==> src/rtl/calc_pkg.sv <==
// Shared definitions for the calculator result digit transmitter: ASCII codes,
// FSM state encoding and the decimal place-value helper.
package calc_pkg;

   localparam logic [7:0] ASCII_ZERO = 8'h30;
   localparam logic [7:0] ASCII_CR   = 8'h0D;
   localparam logic [7:0] ASCII_LF   = 8'h0A;

   typedef enum logic [2:0] {
      IDLE = 3'd0,
      CONV = 3'd1,
      EMIT = 3'd2,
      CR   = 3'd3,
      LF   = 3'd4,
      FIN  = 3'd5
   } state_t;

   // 10^place; the loop bound covers every place that fits in 32 bits.
   function automatic logic [31:0] pow10(input int place);
      logic [31:0] r;
      r = 32'd1;
      for (int i = 0; i < 9; i++) begin
         if (i < place) r = r * 32'd10;
      end
      return r;
   endfunction

endpackage

==> src/rtl/dec_place_sub.sv <==
// One decimal place of repeated subtraction: flags whether the remainder still
// holds another multiple of the place value and provides the reduced remainder.
module dec_place_sub
   import calc_pkg::*;
#(
   parameter int WIDTH = 8,
   parameter int PW    = 9
) (
   input  logic [WIDTH-1:0] rem,
   input  logic [PW-1:0]    place_val,
   output logic             ge,
   output logic [WIDTH-1:0] diff
);

   logic [PW-1:0] rem_ext;

   assign rem_ext = {{(PW-WIDTH){1'b0}}, rem};
   assign ge      = (rem_ext >= place_val);
   // Only consumed when ge is set, so the place value fits in WIDTH bits here.
   assign diff    = rem - place_val[WIDTH-1:0];

endmodule

==> src/rtl/calc_result_digit_tx.sv <==
// Binary-to-ASCII decimal transmitter: emits the digits of value MSB first over
// a valid/ready byte stream. Define CALC_DIGIT_TX_CRLF_EN to append CR LF.
module calc_result_digit_tx
   import calc_pkg::*;
#(
   parameter int WIDTH  = 8,
   parameter int DIGITS = 3
) (
   input  logic             clk,
   input  logic             rst,
   input  logic             start,
   input  logic [WIDTH-1:0] value,
   output logic             busy,
   output logic [7:0]       tx_data,
   output logic             tx_valid,
   input  logic             tx_ready,
   output logic             done
);

   // Place constants: 10^k < 16^k, so 4 bits per digit always suffices.
   localparam int PW  = (WIDTH + 1 > 4 * DIGITS) ? WIDTH + 1 : 4 * DIGITS;
   localparam int PLW = (DIGITS > 1) ? $clog2(DIGITS) : 1;

   state_t           state_q, state_d;
   logic [WIDTH-1:0] rem_q, rem_d;
   logic [PLW-1:0]   place_q, place_d;
   logic [3:0]       cnt_q, cnt_d;
   logic             seen_q, seen_d;
   logic [7:0]       data_q, data_d;

   logic [PW-1:0]    place_val;
   logic             ge;
   logic [WIDTH-1:0] diff;

   assign place_val = PW'(pow10(int'(place_q)));

   dec_place_sub #(
      .WIDTH (WIDTH),
      .PW    (PW)
   ) u_dec_place_sub (
      .rem       (rem_q),
      .place_val (place_val),
      .ge        (ge),
      .diff      (diff)
   );

   always_ff @(posedge clk) begin
      if (rst) begin
         state_q <= IDLE;
         rem_q   <= '0;
         place_q <= '0;
         cnt_q   <= '0;
         seen_q  <= 1'b0;
         data_q  <= '0;
      end else begin
         state_q <= state_d;
         rem_q   <= rem_d;
         place_q <= place_d;
         cnt_q   <= cnt_d;
         seen_q  <= seen_d;
         data_q  <= data_d;
      end
   end

   always_comb begin
      state_d = state_q;
      rem_d   = rem_q;
      place_d = place_q;
      cnt_d   = cnt_q;
      seen_d  = seen_q;
      data_d  = data_q;
      case (state_q)
         IDLE: begin
            if (start) begin
               rem_d   = value;
               place_d = PLW'(DIGITS - 1);
               cnt_d   = 4'd0;
               seen_d  = 1'b0;
               state_d = CONV;
            end
         end
         CONV: begin
            if (ge) begin
               rem_d = diff;
               cnt_d = cnt_q + 4'd1;
            end else if (cnt_q != 4'd0 || seen_q || place_q == '0) begin
               data_d  = ASCII_ZERO + {4'd0, cnt_q};
               seen_d  = 1'b1;
               state_d = EMIT;
            end else begin
               // Leading zero: skip the place without emitting anything.
               place_d = place_q - PLW'(1);
               cnt_d   = 4'd0;
            end
         end
         EMIT: begin
            if (tx_ready) begin
               if (place_q == '0) begin
`ifdef CALC_DIGIT_TX_CRLF_EN
                  data_d  = ASCII_CR;
                  state_d = CR;
`else
                  state_d = FIN;
`endif
               end else begin
                  place_d = place_q - PLW'(1);
                  cnt_d   = 4'd0;
                  state_d = CONV;
               end
            end
         end
`ifdef CALC_DIGIT_TX_CRLF_EN
         CR: begin
            if (tx_ready) begin
               data_d  = ASCII_LF;
               state_d = LF;
            end
         end
         LF: begin
            if (tx_ready) state_d = FIN;
         end
`endif
         FIN: begin
            state_d = IDLE;
         end
         default: begin
            state_d = IDLE;
         end
      endcase
   end

   // Byte holding states drive tx_valid; tx_data is only reloaded on exit.
   assign tx_valid = (state_q == EMIT) || (state_q == CR) || (state_q == LF);
   assign busy     = (state_q != IDLE) && (state_q != FIN);
   assign done     = (state_q == FIN);
   assign tx_data  = data_q;

endmodule

==> config.mk <==
export PLATFORM = sky130hd
export DESIGN_NAME = calc_result_digit_tx
export DESIGN_NICKNAME = d
export VERILOG_FILES = /design/src/rtl/calc_pkg.sv /design/src/rtl/dec_place_sub.sv /design/src/rtl/calc_result_digit_tx.sv
export SDC_FILE = /design/constraint.sdc
export NUM_CORES = 1
export LEC_CHECK = 0
export CAP_MARGIN = 20
export CORE_ASPECT_RATIO = 1.25
export CORE_MARGIN = 8
export CORE_UTILIZATION = 35
export CTS_CLUSTER_DIAMETER = 80
export CTS_CLUSTER_SIZE = 16
export DETAILED_ROUTE_END_ITERATION = 8
export SYNTH_ARGS = -nofsm -noshare
export SYNTH_HDL_FRONTEND = slang
export SYNTH_SLANG_ARGS = --single-unit
==> constraint.sdc <==
create_clock -name clk -period 2.35 [get_ports clk]
set_input_delay 0.705 -clock clk [delete_from_list [all_inputs] [get_ports clk]]
set_output_delay 0.705 -clock clk [all_outputs]
set_load 0.1 [all_outputs]
* Yosys cells after proc, flatten, opt, wreduce, memory -nomap -nowiden
Index checks and enable logic that the tools add are counted.
** Storage, ports and cells
- Register bits :: 26
- Latch bits :: 0
- RAM bits :: 0
- ROM bits :: 0
- Input bits :: 12
- Output and inout port bits :: 11
- Word-level logic and storage cells :: 76
- Memories :: 0
** Cells by class
- Add/sub/neg operators :: 4
- Multipliers :: 2
- Divide/modulo/power cells :: 0
- $lt $le $gt $ge :: 4
- Equality and inequality tests :: 14
- Shift operators :: 0
- Multiplexer cells :: 28
- Bitwise logic cells :: 1
- Reduce and logical (&&, ||, !) cells :: 17
** Operators by type and width (count)
- $mul 32x3->11 const B :: 1
- $mul 32x3->31 const B :: 1
- $mux 32 :: 1
- $mux 4 :: 6
- $mux 8 :: 2
- $pmux 8 s2 :: 1
- $mux 3 :: 5
- $ne 2x2->1 const B :: 7
- $ge 8x12->1 :: 1
- $mux 12 :: 1
- $pmux 4 s3 :: 1
- $mux 2 :: 5
- $pmux 3 s3 :: 1
- $reduce_and 4->1 :: 2
- $sub 8x8->8 :: 1
- $add 6x4->7 const A :: 1
- $eq 3x2->1 const B :: 2
- $eq 3x3->1 const B :: 2
- $ne 3x3->1 const B :: 2
- $pmux 2 s3 :: 1
- $reduce_and 3->1 :: 2
- $reduce_and 6->1 :: 1
- $reduce_bool 3->1 :: 2
- $reduce_and 5->1 :: 1
- 14 further kinds :: 20

* Longest topological paths before layout
- Word-level depth :: 9
- Depth in mapped cells :: 12
- Mapped depth without buffers :: 11

* By module
Synthesis repeated with hierarchy kept, for this count alone.
** Unflattened totals
- Cell total of the unflattened synthesis :: 205
- Area, all modules :: 1697.9 sq um
** By module, submodules not included
- calc_result_digit_tx :: instances 1, cells each 141, area each 1263.7 sq um, sequential area each 460.4 sq um
- dec_place_sub :: instances 1, cells each 64, area each 434.2 sq um, sequential area each 0.0 sq um

* Least setup slack after synthesis
OpenSTA, ideal clock, no wires.
- Path type :: flip-flop to flip-flop
- From :: register place_q[1]
- To :: register cnt_q[2]
- Library setup time :: 0.058 ns
- Arrival :: 2.433 ns
- Data required time :: 2.292 ns
- Slack :: -0.141 ns
- Stages on the path, launching flop included :: 12
- Buffers on the path :: 0
- Clock period less this slack :: 2.491 ns
- Path through :: dfxtp_1 > inv_1 > ha_1 > nor2_1 > nand4_1 > ha_1 > nand2_1 > nor3_1 > a22oi_4 > or3_4 > nor3b_1 > a211o_1
** Between the ends
- Cells in the longest elaborated chain, start to end :: 9
** Ends and longest elaborated chain
- start, declared :: RTL line calc_result_digit_tx.sv:26 : logic [PLW-1:0] place_q, place_d;
- start signal, assigned :: RTL line calc_result_digit_tx.sv:58 : place_q <= place_d;
- $lt 1x2->1 :: RTL line calc_pkg.sv:23 : if (i < place) r = r * 32'd10;
- $mux 4 :: RTL line calc_pkg.sv:23
- $mul 32x3->31 :: RTL line calc_pkg.sv:23
- $mux 32 :: RTL line calc_pkg.sv:23
- $mul 32x3->11 :: RTL line calc_pkg.sv:23
- $mux 12 :: RTL line calc_pkg.sv:23
- $ge 8x12->1 :: RTL line dec_place_sub.sv:18 : assign ge = (rem_ext >= place_val);
- $ne 3x3->1 (no line) / $mux 4 (equally long branches)
- $reduce_and 5->1 (no line) / $pmux 4 s3 (equally long branches)
- end signal, assigned :: RTL line calc_result_digit_tx.sv:59 : cnt_q <= cnt_d;
- end, declared :: RTL line calc_result_digit_tx.sv:27 : logic [3:0] cnt_q, cnt_d;
Several ways; a longest one is shown, not always the timed one.
A chain may end at the register's enable or synchronous reset.

* Worst setup path in the final report
- From :: register place_q[0]
- To :: register rem_q[4]
** Between the ends
- Cells in the longest elaborated chain, start to end :: 9
** Ends and longest elaborated chain
- $lt 1x2->1 :: RTL line calc_pkg.sv:23
- $mux 4 :: RTL line calc_pkg.sv:23
- $mul 32x3->31 :: RTL line calc_pkg.sv:23
- $mux 32 :: RTL line calc_pkg.sv:23
- $mul 32x3->11 :: RTL line calc_pkg.sv:23
- $mux 12 * :: RTL line calc_pkg.sv:23
- $ge 8x12->1 / $sub 8x8->8 (equally long branches) :: RTL line dec_place_sub.sv:18, dec_place_sub.sv:20
- $ne 2x2->1 (no line) / $mux 8 (equally long branches)
- $reduce_and 3->1 (no line) / $pmux 8 s2 (equally long branches)
- end signal, assigned :: RTL line calc_result_digit_tx.sv:57 : rem_q <= rem_d;
- end, declared :: RTL line calc_result_digit_tx.sv:25 : logic [WIDTH-1:0] rem_q, rem_d;
Mark *: on every way between the ends. The rest lies on a longest branch, timed or not. The select of a mux whose other input is x is not followed.

==> results.txt <==
----------------------------------------------------
[Timing]
  Fmax ... 0.427 GHz
  Final max-slew violation count ... 0
  Post-route worst setup slack ... 0.00780 ns
  Count of final hold-check violations ... 0
  Setup Skew ... 0.00158 ns
  Unrepaired setup endpoints after global routing ... true
  Final Setup Violations ... 0
  Final period demand of the worst path ... 2.34 ns
  Share of the clock period used by the worst path after layout ... 99.7%

[Die]
  Die W ... 77.6 um
  Initial Util ... 35.6%
  Number of ports placed on the die boundary ... 23
  Area of the die ... 7210 um2
  Die boundary height ... 92.9 um
  Row cnt ... 28
  Core region area ... 4660 um2

[GRT]
  Total Routing Usage GR ... 11.6%
  Via count of the first global-routing pass ... 1540
  Number of antenna violations at the first check in global routing ... 0
  Pin count of the biggest net entering global routing ... 13
  Remaining global-route overflow ... 0
  Wire length of the first global-routing pass ... 6910 um

[Clocking]
  Clock-pin slew of the registers on the worst-case setup and hold paths ... 0.08 ns
  Clock buffer depth ... 2
  # hold bufs at CTS ... 0
  Clock tree sinks ... 23
  Root Driver ... clkbuf_8
  Clock tree from TritonCTS ... yes
  Number of CTS-inserted buffers ... 3
  Insertion delay to the later sink of the worst-skew pair ... 0.27 ns
  Deepest level of the CTS H-tree ... 1

[Cells and area]
  Final standard cell utilization of the core ... 50.6%
  Final std cells w/o fill ... 305
  Fraction of final layout cells with drive strength greater than 1 ... 33.9%
  Filler cell count ... 439
  Relative area change from synthesis to final layout ... 42.1%
  Final standard cell area without fillers ... 2360 um2
  Number of nets in the final layout ... 277
  Number of antenna diodes ... 0

[Route]
  DRC violations left ... 0
  Average wire length per cell after detail routing ... 13.5 um
  Remaining antenna violation count after routing ... 0
  Pre-antenna DRT Iters ... 4
  Vias per inst ... 5.04
  Detailed-route wire length ... 4130 um
  Initial DRC count ... 56
  Routed via count ... 1538

[Place]
  Cell area reported after detailed placement ... 2060 um2
  IO Port Bufs ... 20
  Final Wtd Congestion ... 0.787
  Post-DP HPWL ... 2970 um
  Worst Setup Slack post-DPL ... -0.0728 ns
  Post-placement cell count ... 294

[Min path]
  Hold-critical path endpoint ... tx_data[2]$_SDFFE_PP0P_
  Worst hold path startpoint ... tx_data[2]$_SDFFE_PP0P_
  Worst hold stages ... 2
  Path type of the worst min-delay path ... reg -> reg

[Critical path]
  Critical path endpoint category ... flop
  Critical path arrival ... 2.53 ns
  Kind of launch point of the worst setup path ... flop
  WS Path Type ... reg -> reg
  Worst reg2reg path endpoint ... rem_q[4]$_SDFFE_PP0P_
  Data required time of the worst path ... 2.54 ns
  RR Startpoint ... place_q[0]$_SDFFE_PP0P_
  Internal reg-to-reg setup slack ... 0.008 ns
  Worst R2R Path Depth ... 12
  Critical path fanouts, max ... 8

[Synth]
  Post-synthesis sequential area ratio ... 27.8%
  Synthesized flop and latch total ... 23
  Avg Inst Size Synth ... 8.21 um2
  Area share of the largest cell type after synthesis ... 27.8%
  Cells taking the most area after synthesis ... dfxtp_1 (28%), ha_1 (14%), nand2_1 (5.2%), nor2_1 (5.2%), a21oi_1 (5.1%)
  Gate count of the mapped netlist ... 202
  Share of async-settable or async-resettable flops after synthesis ... 0%
  Post-synth design cell area ... 1660 um2
  Count of flip-flops with a built-in enable after synthesis ... 0
  Main synth FF type ... dfxtp_1
  Distinct cell type count of the synthesized netlist ... 49
  Library cell occupying the most area in the post-synthesis netlist ... dfxtp_1
  Synth warn ... 0

[Run status]
  Status ... complete, no violations

[Run]
  Total of max-cap violations ... 0

----------------------------------------------------
synth_stat cells (2+ instances only):
library cell / n
buf_4: 4
and2_1: 2
o21a_1: 2
nand3_1: 8
xnor2_1: 3
a21o_1: 3
o21ai_0: 6
nand3b_1: 2
nor3b_1: 3
nor2b_1: 3
a22o_1: 2
nor3_1: 4
a311oi_1: 7
mux2_2: 2
buf_6: 3
dfxtp_1: 23
nor2_1: 23
a211o_1: 2
clkbuf_1: 3
ha_1: 18
a21oi_1: 17
inv_1: 11
nand2_1: 23
nand4_1: 3
area by class of cell:
cell class	count	area [um2]	share of cell area, %
Timing Repair Buffer	49	465	19.8
Sequential cell	23	465	19.8
Multi-Input combinational cell	158	1260	53.4
Clock buffer	4	45.0	1.91
Inverter	11	46.3	1.96
Tap cell	60	75.1	3.19
worst max path at each step:
stage                             from                    end  depth (start not counted)
2_1_floorplan  place_q[1]$_SDFFE_PP0P_  cnt_q[2]$_SDFFE_PP0P_                         11
3_3_place_gp                  tx_ready  cnt_q[2]$_SDFFE_PP0P_                          6
3_5_place_dp   place_q[0]$_SDFFE_PP0P_  rem_q[1]$_SDFFE_PP0P_                         11
4_1_cts        place_q[1]$_SDFFE_PP0P_  rem_q[1]$_SDFFE_PP0P_                         10
5_1_grt        place_q[0]$_SDFFE_PP0P_  rem_q[4]$_SDFFE_PP0P_                         12
6_report       place_q[0]$_SDFFE_PP0P_  rem_q[4]$_SDFFE_PP0P_                         12
sequential cells by signal, summed over array words and instances, names as in the netlist:
signal and flops:
rem_q 8, tx_data 5, cnt_q 4, state_q 3, place_q 2, seen_q 1
cell usage in the layout, fill, tap and decap left out, types with 4 or more instances in the layout:
master            n
nand3_1           6
o21ai_0           6
a21oi_1          15
buf_12            4
nand2_1          21
clkdlybuf4s50_1  11
dfxtp_1          21
nor2_1           21
a311oi_2          4
ha_1              9
ha_4              5
inv_1             8
buf_4            33
ha_2              4
per-layer routing:
| layer | vias to the layer above | GRT usage [%] | routed length [um] |
|---|---|---|---|
| met4 | 0 | 4.89 | 99 |
| li1 | 794 | - | - |
| met1 | 715 | 13.2 | 1790 |
| met2 | 20 | 20.6 | 2130 |
| met3 | 9 | 2.13 | 108 |
| met5 | - | 0 | 0 |
kinds of logic (layout without fill, tap and decap cells):
group	count (synthesis)	count (layout)	share of synthesized area, %
simple gates	82	82	25.4
compound gates	48	48	20.5
flops	23	23	27.8
buf+inv	22	64	7.32
fa+ha+maj	19	19	14.8
xor+xnor	4	4	2.11
mux	3	3	1.96
other cells	1	2	0.226
worst max-delay path, cell delays in order, from the launching register on:
cell and delay (ns):
dfxtp_4 0.42, inv_6 0.06, ha_4 0.15, nor2_1 0.12, nand4_1 0.15, ha_4 0.33
nand2_4 0.05, nor3_4 0.17, a22oi_4 0.11, o21ai_4 0.25, buf_12 0.16, nor2_2 0.04
a311oi_2 0.23
through the flow:
| stage | TNS (ns) | hold WS (ns) |
|---|---|---|
| 5_1_grt | -0.706 | 0.485 |
| 3_3_place_gp | -0.169 | 0.445 |
| 3_5_place_dp | -0.552 | 0.448 |
| 2_1_floorplan | 0 | 0.437 |
| 4_1_cts | -0.00742 | 0.460 |
| 6_report | 0 | 0.456 |
timing repair:
item / 4_1_cts / 5_1_grt
pin swaps: 9 / 21
setup buffers: 3 / 4
endpoints found under the setup margin: 12 / 12
gates resized for setup: 17 / 23
endpoints found under the hold margin: 0 / 0
cloned: 1 / 0
Power is not shown: default switching activity piles up to over one toggle a cycle in this logic, so the estimate is an artifact.
